File: config.mk
export PLATFORM = sky130hd
export DESIGN_NAME = seq_lock
export DESIGN_NICKNAME = d
export VERILOG_FILES = /design/src/rtl/seq_lock_pkg.sv /design/src/rtl/seq_lock_btn_edge.sv /design/src/rtl/seq_lock.sv
export SDC_FILE = /design/constraint.sdc
export NUM_CORES = 1
export LEC_CHECK = 0
export ABC_CLOCK_PERIOD_IN_PS = 3750
export BUFFER_PORTS_ARGS = -buffer_cell sky130_fd_sc_hd__buf_4
export CAP_MARGIN = 5
export CORE_MARGIN = 2
export CORE_UTILIZATION = 35
export CTS_CLUSTER_SIZE = 20
export DETAILED_ROUTE_END_ITERATION = 6
export GPL_TIMING_DRIVEN = 0
export PLACE_DENSITY = 0.63
export SETUP_SLACK_MARGIN = 0.2
export SLEW_MARGIN = 10
export SYNTH_ARGS = -nofsm -noshare
export SYNTH_HDL_FRONTEND = slang
export SYNTH_HIERARCHICAL = 1
export SYNTH_SLANG_ARGS = --single-unit
File: constraint.sdc
create_clock -name clk -period 3.75 [get_ports clk]
set_clock_uncertainty 0.2 [all_clocks]
set_input_delay 0.375 -clock clk [delete_from_list [all_inputs] [get_ports clk]]
set_output_delay 0.375 -clock clk [all_outputs]
set_load 0.05 [all_outputs]
File: src/rtl/seq_lock_pkg.sv
// seq_lock_pkg: FSM state encoding, status-display constants and a max helper for seq_lock
package seq_lock_pkg;
  typedef enum logic [1:0] {S_IDLE, S_OPEN, S_PROGRAM, S_LOCKOUT} state_t;
  localparam logic [3:0] HEX_OPEN = 4'hA;
  localparam logic [3:0] HEX_PROG = 4'hC;
  localparam logic [3:0] HEX_LOCK = 4'hF;
  function automatic int max_i(input int a, input int b);
    return a > b ? a : b;
  endfunction
endpackage

File: src/rtl/seq_lock_btn_edge.sv
// btn_edge: registers a debounced level (i_lvl) and pulses o_press for the cycle it first reads high; clk, async rst
module btn_edge (
  input  logic clk,
  input  logic rst,
  input  logic i_lvl,
  output logic o_press
);
  logic r_q;
  always_ff @(posedge clk or posedge rst)
    if (rst) r_q <= 1'b0;
    else r_q <= i_lvl;
  assign o_press = i_lvl & ~r_q;
endmodule

File: src/rtl/seq_lock.sv
// seq_lock: two-button code lock with lockout, timed open and reprogramming; in clk/reset_in/b0_in/b1_in/prog_en_in, out out/hex_display/fail_cnt/locked_out
module seq_lock
  import seq_lock_pkg::*;
#(
  parameter int                  CODE_LEN       = 4,
  parameter logic [CODE_LEN-1:0] CODE_INIT      = 4'b0110,
  parameter int                  MAX_FAIL       = 3,
  parameter int                  LOCKOUT_CYCLES = 16,
  parameter int                  OPEN_CYCLES    = 8
) (
  input  logic       clk,
  input  logic       reset_in,
  input  logic       b0_in,
  input  logic       b1_in,
  input  logic       prog_en_in,
  output logic       out,
  output logic [3:0] hex_display,
  output logic [3:0] fail_cnt,
  output logic       locked_out
);
  localparam int TW = max_i(1, $clog2(max_i(OPEN_CYCLES, LOCKOUT_CYCLES)));
  localparam logic [TW-1:0] T_OPEN = TW'(OPEN_CYCLES - 1);
  localparam logic [TW-1:0] T_LOCK = TW'(LOCKOUT_CYCLES - 1);
  localparam logic [3:0] LEN4 = 4'(CODE_LEN);
  localparam logic [3:0] MAXF = 4'(MAX_FAIL);
  state_t r_state, w_state_nxt;
  logic [3:0] r_prog, w_prog_nxt, r_fail, w_fail_nxt, r_hex, w_hex_nxt;
  logic [CODE_LEN-1:0] r_code, w_code_nxt, r_new, w_new_nxt, w_shift;
  logic [TW-1:0] r_tmr, w_tmr_nxt;
  logic r_out, w_out_nxt, r_lock, w_lock_nxt;
  logic w_p0, w_p1, w_any, w_dig, w_exp;
  btn_edge u_b0 (.clk(clk), .rst(reset_in), .i_lvl(b0_in), .o_press(w_p0));
  btn_edge u_b1 (.clk(clk), .rst(reset_in), .i_lvl(b1_in), .o_press(w_p1));
  assign w_any   = w_p0 ^ w_p1;
  assign w_dig   = w_p1;
  assign w_shift = r_code << r_prog;
  assign w_exp   = w_shift[CODE_LEN-1];
  always_ff @(posedge clk or posedge reset_in)
    if (reset_in) begin
      r_state <= S_IDLE;
      r_prog  <= '0;
      r_code  <= CODE_INIT;
      r_new   <= '0;
      r_fail  <= '0;
      r_tmr   <= '0;
      r_out   <= 1'b0;
      r_hex   <= '0;
      r_lock  <= 1'b0;
    end else begin
      r_state <= w_state_nxt;
      r_prog  <= w_prog_nxt;
      r_code  <= w_code_nxt;
      r_new   <= w_new_nxt;
      r_fail  <= w_fail_nxt;
      r_tmr   <= w_tmr_nxt;
      r_out   <= w_out_nxt;
      r_hex   <= w_hex_nxt;
      r_lock  <= w_lock_nxt;
    end
  always_comb begin
    w_state_nxt = r_state;
    w_prog_nxt  = r_prog;
    w_code_nxt  = r_code;
    w_new_nxt   = r_new;
    w_fail_nxt  = r_fail;
    w_tmr_nxt   = r_tmr;
    case (r_state)
      S_IDLE:
        if (w_any) begin
          if (w_dig == w_exp) begin
            w_prog_nxt = r_prog + 4'd1;
            if (w_prog_nxt == LEN4) begin
              w_state_nxt = S_OPEN;
              w_prog_nxt  = '0;
              w_fail_nxt  = '0;
              w_tmr_nxt   = T_OPEN;
            end
          end else begin
            w_fail_nxt = r_fail + 4'd1;
            // a wrong digit that matches the first code digit already starts a new attempt
            w_prog_nxt = {3'b000, w_dig == r_code[CODE_LEN-1]};
            if (w_fail_nxt >= MAXF) begin
              w_state_nxt = S_LOCKOUT;
              w_prog_nxt  = '0;
              w_tmr_nxt   = T_LOCK;
            end
          end
        end
      S_OPEN:
        if (prog_en_in) begin
          w_state_nxt = S_PROGRAM;
          w_prog_nxt  = '0;
          w_new_nxt   = '0;
        end else if (r_tmr == '0) w_state_nxt = S_IDLE;
        else w_tmr_nxt = r_tmr - 1'b1;
      S_PROGRAM:
        if (w_any) begin
          w_new_nxt  = (r_new << 1) | CODE_LEN'(w_dig);
          w_prog_nxt = r_prog + 4'd1;
          if (w_prog_nxt == LEN4) begin
            w_code_nxt  = w_new_nxt;
            w_prog_nxt  = '0;
            w_state_nxt = S_IDLE;
          end
        end
      S_LOCKOUT:
        if (r_tmr == '0) begin
          w_state_nxt = S_IDLE;
          w_fail_nxt  = '0;
          w_prog_nxt  = '0;
        end else w_tmr_nxt = r_tmr - 1'b1;
      default: begin
        w_state_nxt = S_IDLE;
        w_prog_nxt  = '0;
      end
    endcase
  end
  always_comb begin
    w_out_nxt  = w_state_nxt == S_OPEN;
    w_lock_nxt = w_state_nxt == S_LOCKOUT;
    w_hex_nxt  = w_state_nxt == S_OPEN    ? HEX_OPEN :
                 w_state_nxt == S_PROGRAM ? HEX_PROG :
                 w_state_nxt == S_LOCKOUT ? HEX_LOCK : w_prog_nxt;
  end
  assign out         = r_out;
  assign hex_display = r_hex;
  assign fail_cnt    = r_fail;
  assign locked_out  = r_lock;
endmodule

==> flow_metrics.tcl <==
set metrics [dict create \
    grt_max_degree 28 \
    total_power_mw 1.789 \
    yosysSeqAreaShare 0.4389 \
    setup.worst_path.class "in -> reg" \
    drv_cap 0 \
    core-area_sq_um 4661 \
    fin_ws_ns 0.6354 \
    tns_ns 0 \
    p_leak_nw 0.9090 \
    vdd_ir_drop_max_uv 350.3 \
    cp-startpoint "b0_in" \
    r2r-start "r_prog[3]" \
    num_antenna_cells 0 \
    area_growth_pct 20.29 \
    cts-resized-gates 0 \
    setup_viol 0 \
    worstSetupEndpointType "flip-flop" \
    root_buffer "clkbuf_8" \
    clockBufferDepth 2 \
    dp_hpwl_um 2458 \
    run_status "complete, no violations" \
    wl_per_cell_um 14.29 \
    grtUsageMet3 0.03729 \
    via_per_inst 5.331 \
    die_w_um 72.85 \
    globalRouteOverflowTotal 0 \
    vias 1322 \
    numPortBuffers 14 \
    relSlewSlack 0.2864 \
    routed_wl_um 3545 \
    clkTransAtPathRegs_ns 0.06 \
    die_h_um 72.85 \
    rsz0062_at_grt "no" \
    gp_congestion 0.7728 \
    cts_setup_buffers 0 \
    critPathLaunchType "primary input" \
    dp_slack_ns 0.9074 \
    synth_cells 169 \
    grt_pass1_wl_um 5975 \
    ys_ff_latch 29 \
    synth_flop_cell "dfrtp_1" \
    synth_warnings 6 \
    cp.required_ns 3.71 \
    dr.pass1.iters 4 \
    clock_sinks 29 \
    grt_usage 0.1514 \
    ant_nets 0 \
    min_path_type "in -> async" \
    synth-edff-count 0 \
    drc 0 \
    nets 202 \
    cts_made_buffers 5 \
    die-area_sq_um 5307 \
    cp_max_fo 8 \
    drive_above_1_share 0.2113 \
    ys_types 49 \
    async_flop_share 1.000 \
    p_per_area_nw_per_um2 896.7 \
    arrival_ns 3.08 \
    grt_pass1_vias 1193 \
    hold_viol 0 \
    gr-usage-met1 0.2152 \
    slew_violations 0 \
    htreeDepth 2 \
    io_pins 15 \
    cts_tree "built" \
    start_util 0.3560 \
    syn_area_sq_um 1659 \
    synth_area_per_cell_sq_um 9.817 \
    drt_iter0_markers 56 \
    final_core_util 0.4282 \
    fin_hold_ws_ns 0.2921 \
    grt-busiest-layer "met1" \
    antenna_found_initial 0 \
    placementRows 25 \
    synth_nets 178 \
    finalCritPeriodShare 0.8306 \
    max_slew.worst_pin.slew_ns 1.069 \
    clkLatencyLatePin_ns 0.28 \
    grt_use_met2 0.2141 \
    layout_min_cycle_time_ns 3.115 \
    fmaxAchievable_mhz 321.1 \
]
worst max-delay path, stage by stage:
cell and delay, ns:
dlygate4sd3_1 0.54, buf_4 0.13, nor2b_4 0.11, clkbuf_2 0.18, xnor2_1 0.31, nor2_1 0.36, a22o_1 0.20, mux2i_1 0.08
nor2_1 0.28, inv_1 0.14, or3_1 0.38
placed cells by master (no fill, tap or decap), types with 2 or more instances in the layout:
master	count
a21o_1	2
a21oi_1	7
a22oi_1	2
a32o_1	3
and2_1	2
and3_1	2
buf_1	2
buf_2	2
buf_4	14
bufinv_16	2
clkbuf_1	2
clkbuf_8	5
dfrtp_1	27
dfstp_2	2
dlygate4sd3_1	3
ha_1	4
inv_1	11
mux2_2	4
mux2i_1	7
nand2_1	10
nand2b_1	5
nand3_1	3
nand4_1	3
nor2_1	16
nor2b_1	3
nor2b_4	2
nor3_1	5
nor3b_1	2
o21ai_0	11
o31ai_1	2
or3_1	3
or4_1	3
xor2_1	2
routing by layer:
| layer | share of wire | wire (um) |
|---|---|---|
| met3 | 0.032 | 115 |
| met5 | 0 | 0 |
| met4 | 0.022 | 78 |
| met2 | 0.43 | 1520 |
| met1 | 0.52 | 1830 |
state kept, by name, indices dropped and copies added, names as in the netlist, 2 cells and up:
name         count
r_prog           4
fail_cnt         4
hex_display      4
r_new            3
r_state          2
r_tmr            4
r_code           4
cells by family (layout without fill, tap and decap cells):
family / after synthesis / in the layout / share of synthesized area
AND/OR/NAND/NOR: 62 / 62 / 0.2051
AO/OA/AOI/OAI: 39 / 39 / 0.1802
flip-flops: 29 / 29 / 0.4389
buffers and inverters: 20 / 45 / 0.05203
multiplexers: 12 / 12 / 0.07768
adder cells (fa/ha/maj): 4 / 4 / 0.03017
XOR/XNOR: 3 / 3 / 0.01584
worst paths after layout:
| path | cells after the start | endpoint | slack (ns) |
|---|---|---|---|
| worst max-delay path | 11 | hex_display[3] | 0.64 |
| worst min-delay path | 3 | u_b0/r_q | 0.29 |
| worst max register to register | 8 | hex_display[3] | 0.92 |
| worst min register to register | 1 | r_code[0] | 0.31 |
| max in group asynchronous | 3 | r_new[2] | 1.96 |
| min in group clk | 1 | r_code[0] | 0.31 |
report_power, final:
group | switching (mW) | internal, mW
Clock | 0.124 | 0.264
Combinational | 0.533 | 0.320
Sequential | 0.104 | 0.446
synth_stat cells, types with 4 or more instances:
master    instances  area share
nor2_1           16       0.036
nand2_1          10       0.023
o21ai_0          11       0.033
a21oi_1           7       0.021
dfrtp_1          27        0.41
mux2i_1           7       0.042
ha_1              4       0.030
nand2b_1          5       0.019
inv_1            11       0.025
mux2_2            4       0.027
nor3_1            5       0.015
per-stage QoR:
stage / area, sq um / instances
2_1_floorplan: 1659 / 169
3_3_place_gp: 1832 / 237
3_5_place_dp: 1832 / 237
4_1_cts: 1986 / 247
5_1_grt: 1996 / 248
6_report: 1996 / 248
cell type report:
class	count	area, sq um
clock inverters	3	65.06
well taps	54	67.56
repair buffers	17	135.1
plain buffers	8	41.29
clock buffers	5	68.82
fillers	446	2665
inverters	12	45.04
flip-flops and latches	29	728.2
multi-input cells	120	844.6
timing repair:
| action | 4_1_cts | 5_1_grt |
|---|---|---|
| hold endpoints to repair | 3 | 1 |
| hold buffers | 2 | 1 |
| endpoints found under the setup margin | 0 | 0 |
(Power assumes the default switching activity.)
